$ cat config.mk
export PLATFORM = sky130hd
export DESIGN_NAME = hazard_ctrl_flat
export DESIGN_NICKNAME = d
export VERILOG_FILES = /design/src/rtl/hazard_ctrl_if.sv /design/src/rtl/hazard_ctrl.sv /design/src/flat_wrapper.sv
export SDC_FILE = /design/constraint.sdc
export NUM_CORES = 1
export LEC_CHECK = 0
export CAP_MARGIN = 20
export CORE_MARGIN = 4
export CORE_UTILIZATION = 33
export CTS_CLUSTER_SIZE = 16
export DETAILED_ROUTE_END_ITERATION = 16
export PLACE_DENSITY = 0.87
export SLEW_MARGIN = 20
export SYNTH_ARGS = -nofsm -noshare
export SYNTH_HDL_FRONTEND = slang
export SYNTH_SLANG_ARGS = --single-unit
$ cat constraint.sdc
create_clock -name clk -period 4 [get_ports clk]
set_input_delay 0.8 -clock clk [delete_from_list [all_inputs] [get_ports clk]]
set_output_delay 0.8 -clock clk [all_outputs]
set_load 0.1 [all_outputs]
$ cat src/rtl/hazard_ctrl_if.sv
// Pipeline <-> hazard controller bundle: hazard sources in, per-buffer stall/flush commands out.
// The controller side takes the slave modport; the pipeline/bench side takes master.
interface hazard_ctrl_if #(
  parameter int CNT_W = 32
);
  logic [4:0]       id_rs1;
  logic [4:0]       id_rs2;
  logic             ex_memread;
  logic [4:0]       ex_rd;
  logic             ex_halt;
  logic             ex_redirect;
  logic             mem_busy;
  logic             pc_stall;
  logic             if_id_stall;
  logic             if_id_flush;
  logic             id_ex_stall;
  logic             id_ex_flush;
  logic             ex_mem_stall;
  logic             mem_wb_stall;
  logic             halted;
  logic [CNT_W-1:0] stall_cnt;
  logic [CNT_W-1:0] flush_cnt;

  modport master (
    output id_rs1, id_rs2, ex_memread, ex_rd, ex_halt, ex_redirect, mem_busy,
    input  pc_stall, if_id_stall, if_id_flush, id_ex_stall, id_ex_flush,
           ex_mem_stall, mem_wb_stall, halted, stall_cnt, flush_cnt
  );

  modport slave (
    input  id_rs1, id_rs2, ex_memread, ex_rd, ex_halt, ex_redirect, mem_busy,
    output pc_stall, if_id_stall, if_id_flush, id_ex_stall, id_ex_flush,
           ex_mem_stall, mem_wb_stall, halted, stall_cnt, flush_cnt
  );
endinterface

$ cat src/rtl/hazard_ctrl.sv
// 5-stage pipeline hazard control: load-use stall, EX redirect flush, busy-memory freeze, Halt drain.
// Optional saturating stall/flush performance counters under `HAZARD_PERF_CNT_EN.
module hazard_ctrl #(
  parameter int DRAIN_CYCLES = 2,
  parameter int CNT_W        = 32
) (
  input logic         clk,
  input logic         reset,
  hazard_ctrl_if.slave hz
);

  localparam int DW = (DRAIN_CYCLES > 1) ? $clog2(DRAIN_CYCLES) : 1;

  typedef enum logic [1:0] {
    RUN,
    DRAIN,
    HALTED
  } state_t;

  state_t        state;
  logic [DW-1:0] dcnt;
  logic          halted_q;

  logic load_use;
  logic pc_stall, if_id_stall, if_id_flush, id_ex_stall, id_ex_flush;
  logic ex_mem_stall, mem_wb_stall;

  assign load_use = hz.ex_memread && (hz.ex_rd != '0) &&
                    ((hz.ex_rd == hz.id_rs1) || (hz.ex_rd == hz.id_rs2));

  always_comb begin
    pc_stall     = 1'b0;
    if_id_stall  = 1'b0;
    if_id_flush  = 1'b0;
    id_ex_stall  = 1'b0;
    id_ex_flush  = 1'b0;
    ex_mem_stall = 1'b0;
    mem_wb_stall = 1'b0;
    if (!reset) begin
      unique case (state)
        RUN: begin
          if (hz.mem_busy) begin
            pc_stall     = 1'b1;
            if_id_stall  = 1'b1;
            id_ex_stall  = 1'b1;
            ex_mem_stall = 1'b1;
            mem_wb_stall = 1'b1;
          end else if (hz.ex_halt || (!hz.ex_redirect && load_use)) begin
            pc_stall    = 1'b1;
            if_id_stall = 1'b1;
            id_ex_flush = 1'b1;
          end else if (hz.ex_redirect) begin
            if_id_flush = 1'b1;
            id_ex_flush = 1'b1;
          end
        end
        DRAIN: begin
          // Fetch stays blocked; a busy memory additionally freezes the retiring stages.
          pc_stall    = 1'b1;
          if_id_stall = 1'b1;
          id_ex_flush = 1'b1;
          if (hz.mem_busy) begin
            id_ex_stall  = 1'b1;
            ex_mem_stall = 1'b1;
            mem_wb_stall = 1'b1;
          end
        end
        HALTED: begin
          pc_stall    = 1'b1;
          if_id_stall = 1'b1;
          id_ex_flush = 1'b1;
        end
        default: ;
      endcase
    end
  end

  always_ff @(posedge clk) begin
    if (reset) begin
      state    <= RUN;
      dcnt     <= '0;
      halted_q <= 1'b0;
    end else begin
      unique case (state)
        RUN: begin
          if (!hz.mem_busy && hz.ex_halt) begin
            state <= DRAIN;
            dcnt  <= DW'(DRAIN_CYCLES - 1);
          end
        end
        DRAIN: begin
          if (!hz.mem_busy) begin
            if (dcnt == '0) begin
              state    <= HALTED;
              halted_q <= 1'b1;
            end else begin
              dcnt <= dcnt - 1'b1;
            end
          end
        end
        HALTED: ;
        default: state <= RUN;
      endcase
    end
  end

  assign hz.pc_stall     = pc_stall;
  assign hz.if_id_stall  = if_id_stall;
  assign hz.if_id_flush  = if_id_flush;
  assign hz.id_ex_stall  = id_ex_stall;
  assign hz.id_ex_flush  = id_ex_flush;
  assign hz.ex_mem_stall = ex_mem_stall;
  assign hz.mem_wb_stall = mem_wb_stall;
  assign hz.halted       = halted_q;

`ifdef HAZARD_PERF_CNT_EN
  logic [CNT_W-1:0] stall_cnt_q, flush_cnt_q;

  always_ff @(posedge clk) begin
    if (reset) begin
      stall_cnt_q <= '0;
      flush_cnt_q <= '0;
    end else begin
      if (pc_stall && (stall_cnt_q != '1))
        stall_cnt_q <= stall_cnt_q + 1'b1;
      if ((if_id_flush || id_ex_flush) && (flush_cnt_q != '1))
        flush_cnt_q <= flush_cnt_q + 1'b1;
    end
  end

  assign hz.stall_cnt = stall_cnt_q;
  assign hz.flush_cnt = flush_cnt_q;
`else
  assign hz.stall_cnt = {CNT_W{1'b0}};
  assign hz.flush_cnt = {CNT_W{1'b0}};
`endif

endmodule

$ cat src/flat_wrapper.sv
// flat-port wrapper written by rule: the top's interface ports become plain ports
module hazard_ctrl_flat 
#(
  parameter int DRAIN_CYCLES = 2,
  parameter int CNT_W        = 32
)
  (clk, reset, hz_id_rs1, hz_id_rs2, hz_ex_memread, hz_ex_rd, hz_ex_halt, hz_ex_redirect, hz_mem_busy, hz_pc_stall, hz_if_id_stall, hz_if_id_flush, hz_id_ex_stall, hz_id_ex_flush, hz_ex_mem_stall, hz_mem_wb_stall, hz_halted, hz_stall_cnt, hz_flush_cnt);
  hazard_ctrl_if #(.CNT_W(CNT_W)) hz_i ();
  input logic clk;
  input logic reset;
  input wire logic [$bits(hz_i.id_rs1)-1:0] hz_id_rs1;
  input wire logic [$bits(hz_i.id_rs2)-1:0] hz_id_rs2;
  input wire logic [$bits(hz_i.ex_memread)-1:0] hz_ex_memread;
  input wire logic [$bits(hz_i.ex_rd)-1:0] hz_ex_rd;
  input wire logic [$bits(hz_i.ex_halt)-1:0] hz_ex_halt;
  input wire logic [$bits(hz_i.ex_redirect)-1:0] hz_ex_redirect;
  input wire logic [$bits(hz_i.mem_busy)-1:0] hz_mem_busy;
  output wire logic [$bits(hz_i.pc_stall)-1:0] hz_pc_stall;
  output wire logic [$bits(hz_i.if_id_stall)-1:0] hz_if_id_stall;
  output wire logic [$bits(hz_i.if_id_flush)-1:0] hz_if_id_flush;
  output wire logic [$bits(hz_i.id_ex_stall)-1:0] hz_id_ex_stall;
  output wire logic [$bits(hz_i.id_ex_flush)-1:0] hz_id_ex_flush;
  output wire logic [$bits(hz_i.ex_mem_stall)-1:0] hz_ex_mem_stall;
  output wire logic [$bits(hz_i.mem_wb_stall)-1:0] hz_mem_wb_stall;
  output wire logic [$bits(hz_i.halted)-1:0] hz_halted;
  output wire logic [$bits(hz_i.stall_cnt)-1:0] hz_stall_cnt;
  output wire logic [$bits(hz_i.flush_cnt)-1:0] hz_flush_cnt;
  assign hz_i.id_rs1 = hz_id_rs1;
  assign hz_i.id_rs2 = hz_id_rs2;
  assign hz_i.ex_memread = hz_ex_memread;
  assign hz_i.ex_rd = hz_ex_rd;
  assign hz_i.ex_halt = hz_ex_halt;
  assign hz_i.ex_redirect = hz_ex_redirect;
  assign hz_i.mem_busy = hz_mem_busy;
  assign hz_pc_stall = hz_i.pc_stall;
  assign hz_if_id_stall = hz_i.if_id_stall;
  assign hz_if_id_flush = hz_i.if_id_flush;
  assign hz_id_ex_stall = hz_i.id_ex_stall;
  assign hz_id_ex_flush = hz_i.id_ex_flush;
  assign hz_ex_mem_stall = hz_i.ex_mem_stall;
  assign hz_mem_wb_stall = hz_i.mem_wb_stall;
  assign hz_halted = hz_i.halted;
  assign hz_stall_cnt = hz_i.stall_cnt;
  assign hz_flush_cnt = hz_i.flush_cnt;
  hazard_ctrl #(.DRAIN_CYCLES(DRAIN_CYCLES), .CNT_W(CNT_W)) u_core (.clk(clk), .reset(reset), .hz(hz_i));
endmodule
==> impl_summary.log <==
[metrics] Routed WL per cell: 9.36 um
[metrics] CP Depth: 6
[metrics] routability cong.: 0.816
[metrics] Cell Area, Placed: 0.00102 mm2
[metrics] CP Launch Point: hz_ex_rd[0]
[metrics] CP max FO: 3
[metrics] portion of synthesized cell area occupied by the leading cell type: 0.524
[metrics] overall track demand over capacity in global routing: 0.0752
[metrics] placed insts: 182
[metrics] Total Neg Setup Slack: 0 ns
[metrics] vias per cell: 3.71
[metrics] CTS max path bufs: 2
[metrics] achievable frequency: 0.306 GHz
[metrics] Post-CTS Resized: 0
[metrics] asr flop ratio synth: 0
[metrics] number of antenna diodes: 0
[metrics] max-cap viol count: 0
[metrics] number of global-route vias before repair: 491
[metrics] number of buffers and inverters on the critical path: 2
[metrics] Synth Warn #: 0
[metrics] VDD IR max: 0.349 mV
[metrics] total via count in the routed design: 686
[metrics] DRC: 0
[metrics] final hold slack: 0.467 ns
[metrics] worst r2r dst: u_core.state[1]
[metrics] Top FF cell, synth: sky130_fd_sc_hd__dfxtp_1
[metrics] endpoint arrival time on the critical path: 2.47 ns
[metrics] CP delay by family, top: buffers and inverters
[metrics] post-layout util: 0.380
[metrics] Clock Sink Count: 4
[metrics] hpwl dp: 1570 um
[metrics] cell type with the highest aggregate area in the netlist: sky130_fd_sc_hd__buf_4
[metrics] #FFs+latches synth: 4
[metrics] sequential fraction of design power: 0.095
[metrics] last element of the critical path: hz_pc_stall
[metrics] Static Leak: 0.544 nW
[metrics] depth of the worst register-to-register path: 5
[metrics] Final Hold Vio Count: 0
[metrics] Inserted Clock Buffers: 3
[metrics] remaining number of nets flagged by the antenna check after routing: 0
[metrics] largest net degree at the start of global routing: 8
[metrics] synth-to-layout area growth: 9.13%
[metrics] relative contribution of combinational cells to total power: 0.827
[metrics] Final #Nets: 181
[metrics] core region area: 0.00276 mm2
[metrics] Clock Skew: 0.00773 ns
[metrics] crit end category: output port
[metrics] mean instance size in the synthesized netlist: 7.56 um2
[metrics] Final Instance Area: 0.00105 mm2
[metrics] transition time at the pin with the least slew margin: 0.960 ns
[metrics] slowest cell on the critical path: sky130_fd_sc_hd__clkdlybuf4s50_1
[metrics] top cell types by occurrence after synthesis: 67 x sky130_fd_sc_hd__buf_4, 10 x sky130_fd_sc_hd__xor2_1, 9 x sky130_fd_sc_hd__nor2_1
[metrics] status: complete, no violations
[metrics] number of core rows: 19
[metrics] clock latency on the worst-skew pair: 0.25 ns
[metrics] number of enable flip-flop cells after synthesis: 0
[metrics] classification of the worst setup path: input port to output port
[metrics] delay of the slowest cell on the worst path: 0.48 ns
[metrics] initial antenna violation count: 0
[metrics] largest cells by area after synthesis: sky130_fd_sc_hd__buf_4 52%, sky130_fd_sc_hd__xor2_1 9.1%, sky130_fd_sc_hd__dfxtp_1 8.3%
[metrics] type of the most critical hold path: flip-flop to flip-flop
[metrics] overall power of the completed layout: 0.686 mW
[metrics] CTS clock-pin slew for the worst setup and hold paths: 0.04 ns
[metrics] Die Footprint: 0.00383 mm2
[metrics] worst reg2reg setup slack: 2.61 ns
[metrics] cell area after synthesis: 960 um2
[metrics] starting DRC count in detailed routing: 3
[metrics] critical register-to-register path startpoint: u_core.state[1]
[metrics] grt total ovfl: 0
[metrics] count of fill cells added during filler insertion: 291
[metrics] switching part of the total: 0.716
[metrics] number of I/O pins: 93
[metrics] max-slew violations: 0
[metrics] clock tree from TritonCTS: done
[metrics] worst endpoint required time: 3.20 ns
[metrics] root buffer cell: sky130_fd_sc_hd__clkbuf_4
[metrics] length of the first detailed-routing pass in iterations: 4
[metrics] hold_buf cts: 0
[metrics] starting density of the core: 0.348
[metrics] synthesized instance count: 127
[metrics] wire length of the first global-routing pass: 2020 um
[metrics] number of buffer cells added on primary ports: 28
[metrics] final cell count without fillers: 185
[metrics] unrepaired setup endpoints after global routing: false
[metrics] cells along the critical path: clkdlybuf4s50_1, xor2_1, nor3_1, a22oi_1, o31ai_2, buf_12
[metrics] Net Switching: 0.491 mW
[metrics] final setup violation count: 0
[metrics] chip width: 61.9 um
[metrics] dominant cell by count in the synthesized netlist: sky130_fd_sc_hd__buf_4
[metrics] setup repair bufs after CTS: 0
[metrics] startpoint kind of the worst setup timing path: input port
[metrics] wire length reported by the detailed router: 1730 um
[metrics] tightest slew margin relative to the limit: 0.358
[metrics] number of distinct library cells after synthesis: 25
[metrics] final worst slack: 0.729 ns
[metrics] share of post-route cells with drive strength above 1: 0.0844
[metrics] fin crit share: 0.818
[metrics] Placement Setup Slack: 0.708 ns
[metrics] final critical-path required period: 3.27 ns
[metrics] Die Span Y: 61.9 um
[metrics] sequential-to-total area share from yosys stat: 0.0834
[metrics] relative contribution of the clock network to total power: 0.078
[metrics] internal power: 0.195 mW
[metrics] power per cell area: 655 mW/mm2
[metrics] CTS H-tree lvls: 1
## cell usage in the layout (no fill, tap or decap)
master,instances
sky130_fd_sc_hd__or4_4,1
sky130_fd_sc_hd__nor3_1,3
sky130_fd_sc_hd__nor2b_1,3
sky130_fd_sc_hd__o21ai_1,1
sky130_fd_sc_hd__nor3b_1,1
sky130_fd_sc_hd__clkdlybuf4s50_1,21
sky130_fd_sc_hd__a21oi_1,3
sky130_fd_sc_hd__a22oi_1,1
sky130_fd_sc_hd__o211ai_1,1
sky130_fd_sc_hd__buf_4,5
sky130_fd_sc_hd__ha_1,4
sky130_fd_sc_hd__o21a_1,2
sky130_fd_sc_hd__o31ai_2,1
sky130_fd_sc_hd__nor2_1,9
sky130_fd_sc_hd__buf_12,2
sky130_fd_sc_hd__dfxtp_1,4
sky130_fd_sc_hd__conb_1,64
sky130_fd_sc_hd__o21ai_0,3
sky130_fd_sc_hd__inv_1,4
sky130_fd_sc_hd__nand2_1,1
sky130_fd_sc_hd__mux2i_1,1
sky130_fd_sc_hd__o221a_1,1
sky130_fd_sc_hd__xor2_1,10
sky130_fd_sc_hd__clkbuf_4,3
sky130_fd_sc_hd__and3_1,2
sky130_fd_sc_hd__o21ai_2,1
sky130_fd_sc_hd__a21o_1,1
sky130_fd_sc_hd__nand3b_1,1
## worst min path at each step
stage,endpoint,depth (start not counted),from
global route,u_core.hz.halted,2,u_core.hz.halted
floorplan,u_core.state[0],2,u_core.state[0]
global placement,u_core.hz.halted,2,u_core.hz.halted
finish,u_core.hz.halted,2,u_core.hz.halted
detailed placement,u_core.hz.halted,2,u_core.hz.halted
CTS,u_core.hz.halted,2,u_core.hz.halted
## cell families (layout without fill, tap and decap cells)
kind of cell             after synthesis  in the layout  synth area share
AO/OA/AOI/OAI                         15             15             0.104
AND/OR/NAND/NOR                       21             21             0.115
XOR/XNOR                              10             10            0.0913
buffers and inverters                 71             35             0.540
flip-flops                             4              4            0.0834
adder cells (fa/ha/maj)                4              4            0.0522
other                                  1             64           0.00391
multiplexers                           1              1            0.0104
## layout make-up
cell class,instances,area [um2],area share
clock buffer,3,22.5,0.0215
inverter,4,15.0,0.0143
multi-input combinational,115,603,0.576
sequential,4,80.1,0.0765
tap,31,38.8,0.0370
timing repair buffer,28,288,0.275
## power by group through the flow
stage	clock, mW	sequential [mW]	combinational, mW
floorplan	0	0.0788	0.516
finish	0.0535	0.0649	0.568
CTS	0.0550	0.0650	0.568
global route	0.0574	0.0665	0.591
global placement	0	0.0647	0.561
detailed placement	0	0.0653	0.567
## per-layer routing
metal | share of wire | global-route usage
met5 | 0 | 0
met1 | 0.30 | 0.0699
met4 | 0.021 | 0.0636
met3 | 0.17 | 0.0124
met2 | 0.51 | 0.141
## tightest hold or removal path: cells and delay by family (launching register included)
family | cells | cell delay [ns]
AND/OR/NAND/NOR | 2 | 0.12
flip-flops | 1 | 0.32
## state kept, by name, summed over array words and instances (netlist names)
| signal | cells |
|---|---|
| u_core.hz.halted | 1 |
| u_core.state | 2 |
| u_core.dcnt | 1 |
Power figures use the tool's default switching activity.
